<file path="src/rtl/adsr_envelope.sv">
// ADSR envelope generator for one voice: synchronizes the gate and three rate clocks,
// then steps a saturating 10-bit amplitude through attack, decay, sustain and release.
module adsr_envelope #(
    parameter int unsigned STEP = 8
) (
    input  logic       clk,
    input  logic       reset,
    input  logic       gate,
    input  logic       attack_clk,
    input  logic       decay_clk,
    input  logic       release_clk,
    input  logic [9:0] sustain_level,
    output logic [9:0] envelope,
    output logic [2:0] state,
    output logic       busy
);

    typedef enum logic [2:0] {
        StIdle    = 3'd0,
        StAttack  = 3'd1,
        StDecay   = 3'd2,
        StSustain = 3'd3,
        StRelease = 3'd4
    } state_e;

    localparam logic [10:0] Step11 = 11'(STEP);
    localparam logic [9:0]  Step10 = 10'(STEP);
    localparam logic [10:0] EnvMax = 11'd1023;

    // Bit order in the conditioning pipeline: {gate, attack, decay, release}
    logic [3:0] meta_q, sync_q, prev_q;
    logic [3:0] rise;
    logic       gate_rise, gate_fall;
    logic       attack_tick, decay_tick, release_tick;

    always_ff @(posedge clk or posedge reset) begin
        if (reset) begin
            meta_q <= '0;
            sync_q <= '0;
            prev_q <= '0;
        end else begin
            meta_q <= {gate, attack_clk, decay_clk, release_clk};
            sync_q <= meta_q;
            prev_q <= sync_q;
        end
    end

    assign rise         = sync_q & ~prev_q;
    assign gate_rise    = rise[3];
    assign gate_fall    = prev_q[3] & ~sync_q[3];
    assign attack_tick  = rise[2];
    assign decay_tick   = rise[1];
    assign release_tick = rise[0];

    state_e      state_q, state_d;
    logic [9:0]  env_q, env_d;
    logic        busy_q, busy_d;
    logic [10:0] attack_sum, decay_floor;

    assign attack_sum  = {1'b0, env_q} + Step11;
    assign decay_floor = {1'b0, sustain_level} + Step11;

    // Gate events are checked before ticks so a coincident tick is dropped.
    always_comb begin
        state_d = state_q;
        env_d   = env_q;
        unique case (state_q)
            StIdle: begin
                if (gate_rise) state_d = StAttack;
            end
            StAttack: begin
                if (gate_fall) begin
                    state_d = StRelease;
                end else if (attack_tick) begin
                    if (attack_sum >= EnvMax) begin
                        env_d   = 10'd1023;
                        state_d = StDecay;
                    end else begin
                        env_d = attack_sum[9:0];
                    end
                end
            end
            StDecay: begin
                if (gate_fall) begin
                    state_d = StRelease;
                end else if (decay_tick) begin
                    if ({1'b0, env_q} <= decay_floor) begin
                        env_d   = sustain_level;
                        state_d = StSustain;
                    end else begin
                        env_d = env_q - Step10;
                    end
                end
            end
            StSustain: begin
                if (gate_fall) begin
                    state_d = StRelease;
                end else begin
                    env_d = sustain_level;
                end
            end
            StRelease: begin
                if (gate_rise) begin
                    state_d = StAttack;
                end else if (release_tick) begin
                    if (env_q <= Step10) begin
                        env_d   = 10'd0;
                        state_d = StIdle;
                    end else begin
                        env_d = env_q - Step10;
                    end
                end
            end
            default: begin
                state_d = StIdle;
                env_d   = 10'd0;
            end
        endcase
        busy_d = (state_d != StIdle);
    end

    always_ff @(posedge clk or posedge reset) begin
        if (reset) begin
            state_q <= StIdle;
            env_q   <= 10'd0;
            busy_q  <= 1'b0;
        end else begin
            state_q <= state_d;
            env_q   <= env_d;
            busy_q  <= busy_d;
        end
    end

    assign envelope = env_q;
    assign state    = state_q;
    assign busy     = busy_q;

endmodule

</file>
<file path="config.mk">
export PLATFORM = sky130hd
export DESIGN_NAME = adsr_envelope
export DESIGN_NICKNAME = d
export VERILOG_FILES = /design/src/rtl/adsr_envelope.sv
export SDC_FILE = /design/constraint.sdc
export NUM_CORES = 1
export LEC_CHECK = 0
export BUFFER_PORTS_ARGS = -buffer_cell sky130_fd_sc_hd__clkbuf_2
export CORE_ASPECT_RATIO = 1.1
export CORE_UTILIZATION = 50
export DETAILED_ROUTE_END_ITERATION = 6
export PLACE_DENSITY = 0.68
export SETUP_SLACK_MARGIN = 0.2
export SYNTH_ARGS = -nofsm -noshare
export SYNTH_HDL_FRONTEND = slang
export SYNTH_SLANG_ARGS = --single-unit
export TNS_END_PERCENT = 1
</file>
<file path="constraint.sdc">
create_clock -name clk -period 3 [get_ports clk]
set_clock_uncertainty 0.15 [all_clocks]
set_input_delay 0.6 -clock clk [delete_from_list [all_inputs] [get_ports clk]]
set_output_delay 0.6 -clock clk [all_outputs]
set_load 0.01 [all_outputs]
</file>
[Word level (Yosys, flattened, before mapping)]
Index checks and enable logic that the tools add are counted.
Operators by class
  add/subtract/negate cells: 3
  $lt $le $gt $ge: 3
  eq/ne operators: 11
  multiplexer cells: 23
  bitwise gates (word level): 5
  reductions and logical operators: 3
Operators with widths (number)
  2-to-1 mux 10 bit: 10
  one-hot mux 10 bit (5 select lines): 1
  2-to-1 mux 3 bit: 11
  adder 10 x 4 -> 11 bit (second input constant): 2
  one-hot mux 3 bit (5 select lines): 1
  != test 2 bit (second input constant): 7
  greater-or-equal comparator 11 x 10 -> 1 bit (second input constant): 1
  less-or-equal comparator 10 x 11 -> 1 bit: 1
  less-or-equal comparator 10 x 4 -> 1 bit (second input constant): 1
  subtractor 10 x 4 -> 10 bit (second input constant): 1
  AND reduction 8 bit: 1
  equality test 3 x 2 -> 1 bit (second input constant): 2
  AND 4 bit: 1
  inverter 4 bit: 1
  equality test 3 x 1 -> 1 bit (second input constant): 1
  equality test 3 bit (second input constant): 1
  zero test 3 bit: 1
  nonzero test 3 bit: 1
  inverter 1 bit: 2
  AND 1 bit: 1
Word-level totals
  flip-flop bits (word level): 26
  input bits: 16
  output and inout port bits: 14
  word-level logic and storage cells: 54

[Depth between registers and ports, before layout]
  depth after elaboration: 7
  gate-level depth with buffers: 12
  depth with buffers taken out: 11

[Worst setup path after synthesis]
No wires, ideal clock.
  path kind: in2reg
  from: input sustain_level[3]
  to: register env_q[9] (netlist: envelope[9])
  library setup time: 0.126 ns
  arrival time: 2.680 ns
  data required time: 2.724 ns
  setup slack: 0.044 ns
  stages on the path: 11
  buffers on the path: 1
  cells stage by stage: ha_1 > nand3_1 > xnor2_1 > ha_1 > nand4_2 > o221ai_1 > or3_4 > a31o_1 > buf_6 > a31o_1 > a221o_1
Between the ends
  cells in the longest elaborated chain, start to end: 6
Ends and longest elaborated chain
  from (decl): line 12  | input logic [9:0] sustain_level,
  adder 10 x 4 -> 11 bit: line 61  | assign decay_floor = {1'b0, sustain_level} + Step11;
  less-or-equal comparator 10 x 11 -> 1 bit: line 87  | if ({1'b0, env_q} <= decay_floor) begin
  2-to-1 mux 10 bit: line 87
  2-to-1 mux 10 bit: line 86  | end else if (decay_tick) begin
  2-to-1 mux 10 bit: line 84  | if (gate_fall) begin
  one-hot mux 10 bit (5 select lines): line 67  | unique case (state_q)
  to (signal assigned): line 129  | env_q <= env_d;
  to (decl): line 56  | logic [9:0] env_q, env_d;
Every way passes these cells. The select of a mux whose other input is x is not followed.
A chain may end at the register's enable or synchronous reset.

[Worst setup path after layout]
  from: input sustain_level[4]
  to: register env_q[1] (netlist: envelope[1])
The elaborated chain is that of the path after synthesis.

==> flow_summary.ini <==
[global_route]
grt_pass1_wl_um = 7850
grt_pass1_vias = 1698
track_usage_pct = 26.3
grt_max_degree = 27
grt-ovfl-total = 0
grt_antenna_before_repair = 0

[clock_tree]
cts_tree = built
clockBufferDepth = 2
clkSinkCount = 26
postCtsSetupBuffers = 0
clkLatencyLatePin_ps = 320
numCtsBuffers = 3
cts_max_level = 1
clk_pin_slew_ps = 130
root_buffer = clkbuf_4
hold_buffers = 0

[cells_and_area]
final_area_um2 = 2330
area_growth_pct = 24.7
num_antenna_cells = 0
drive_gt1_share_pct = 29.7
mostFrequentLayoutCells = 26 x dfrtp_1, 25 x clkbuf_2, 18 x nand2_1, 18 x buf_4, 17 x a21oi_1
nNetsFinal = 280
layout_commonest_cell = dfrtp_1

[place]
finalWeightedCongestion = 0.900
dpl_cell_area_um2 = 2170
dpl.hpwl_um = 3740
portBuffers = 29

[sta]
worst_pin_slew_ps = 934
fin_tns_setup_ps = 0
rsz0062_at_grt = yes
hold_viol = 0
setup_viol = 0
max_freq_ghz = 0.351
period_share_pct = 95.0
slew_violations = 0
whs_ps = 216
slew_headroom_pct = 37.7
period_needed_ps = 2850

[yosys]
ys_top_cells_by_area = dfrtp_1 35%, ha_1 9.4%, xnor2_1 5.2%
async_reset_ff_share_pct = 100
synth_top_area_share_pct = 34.9
synthCells = 205
yosys.area.top_type = dfrtp_1
yosysSeqAreaShare_pct = 34.9
ys_seq_elements = 26
syn_nets = 235
synth_area_per_cell_um2 = 9.10
synth_edf_count = 0
ys_types = 54
netlist_area_um2 = 1870
synth_flop_cell = dfrtp_1
yosysWarnings = 0

[route]
avgRoutedWirePerCell_um = 16.5
drt_iter0_markers = 120
ant_nets = 0
avgViaCountPerCell = 5.96
wl_um = 4900
drtPass1Iterations = 5
vias = 1770
remaining_drc_errors = 0

[status]
status = completed

[setup_path]
critPathKind = in2reg
cp_max_fo = 4
r2r-start = envelope[8]
crit_required_ps = 3100
crit_start = sustain_level[4]
cp-start-kind = primary input
worst-endpoint-arrival_ps = 2950
cp-end-kind = register

[floorplanning]
core_um2 = 3440
ios = 30
rows = 22
start_util_pct = 54.2
fp.dieArea_um2 = 3980
fp.dieH_um = 66.1
die_x_um = 60.2

[pwr]
irDropWorstVdd_mv = 0.444
power_density_nw_per_um2 = 755
p_leak_nw = 1.02

[hold_path]
hp-class = reg2reg
min-delay-start = meta_q[0]

[job]
drv_cap = 0
## worst max-delay path: stages
cell and delay, ps:
buf_8 80, nand4_1 110, nor2_2 160, xnor2_1 100, ha_1 380, a21oi_2 180, o221ai_2 110, or3_4 420
a31o_4 260, buf_6 120, nor3b_4 260, a2bb2oi_1 170
## power breakdown
group / switching (W) / total [W] / leakage (nW) / internal (W)
Sequential: 0.000110 / 0.000535 / 0.320 / 0.000425
Combinational: 0.000538 / 0.000985 / 0.672 / 0.000447
Clock: 0.000102 / 0.000237 / 0.0279 / 0.000135
Total: 0.000750 / 0.00176 / 1.02 / 0.00101
## area by class of cell
| class | instances | area [um^2] |
|---|---|---|
| clock buffer | 3 | 22.5 |
| clock inverter | 1 | 30.0 |
| fill | 291 | 1110 |
| inverter | 13 | 48.8 |
| multi-input combinational | 158 | 1190 |
| sequential | 26 | 651 |
| tap | 48 | 60.1 |
| timing repair buffer | 48 | 324 |
## repair_timing
action / 4_1_cts / 5_1_grt
gates cloned: 0 / 0
resized for setup: 1 / 24
pin swaps: 0 / 10
setup endpoints to repair: 3 / 12
## routing by layer
metal  wire [um]  part of all wire [%]  GRT usage, %  vias up
met5           0                     0             0        -
met4          78                   1.6          6.10        0
met3         319                   6.5          4.70        8
met2        2390                    49          43.0       77
met1        2120                    43          35.6      847
li1            -                     -             -      838
## cells in the mapped netlist, drive strengths merged, types with 2 or more instances
library cell and count:
a21oi 18, nand2b 8, or3 3, a311oi 3
nand3 7, nand4 4, nor2 13, inv 13
clkbuf 3, a2bb2oi 3, buf 5, ha 14
nor3 4, nand2 18, a211oi 3, a22oi 2
a31o 3, a31oi 6, xor2 3, o31ai 3
or2 2, xnor2 11, a21o 2, dfrtp 26
o2bb2ai 2, o21ai 3, nor4 3, nor3b 3
## state kept, by name (all words and copies together) (netlist names)
register,cells
busy,1
envelope,10
meta_q,4
prev_q,4
state,3
sync_q,4
## kinds of logic after synthesis
group / Yosys count / synth area share, %
muxes: 1 / 0.604
AOI/OAI and AO/OA: 60 / 22.7
adders and majority gates: 14 / 9.39
buffers and inverters: 21 / 5.57
and+or+nand+nor: 69 / 20.3
DFF: 26 / 34.9
xor gates and xnor gates: 14 / 6.57
## stage by stage
| step | setup WS, ps | power [W] | utilization, % | instances |
|---|---|---|---|---|
| after global placement | -73.4 | 0.00142 | 62.9 | 293 |
| final | 150 | 0.00176 | 67.6 | 297 |
| after global routing | 60.8 | 0.00188 | 67.6 | 297 |
| after CTS | 202 | 0.00169 | 64.7 | 297 |
| after floorplan | 102 | 0.00117 | - | 205 |
| after detailed placement | -155 | 0.00144 | 62.9 | 293 |
## worst paths after layout
kind	endpoint	slack, ps	cells past startpoint
min reg2reg	sync_q[0]	220	0
min in group asynchronous	state[2]	300	2
max	envelope[1]	150	12
min	sync_q[0]	220	0
max reg2reg	envelope[1]	300	8
max in group asynchronous	prev_q[0]	1830	2
(Power assumes the default switching activity.)
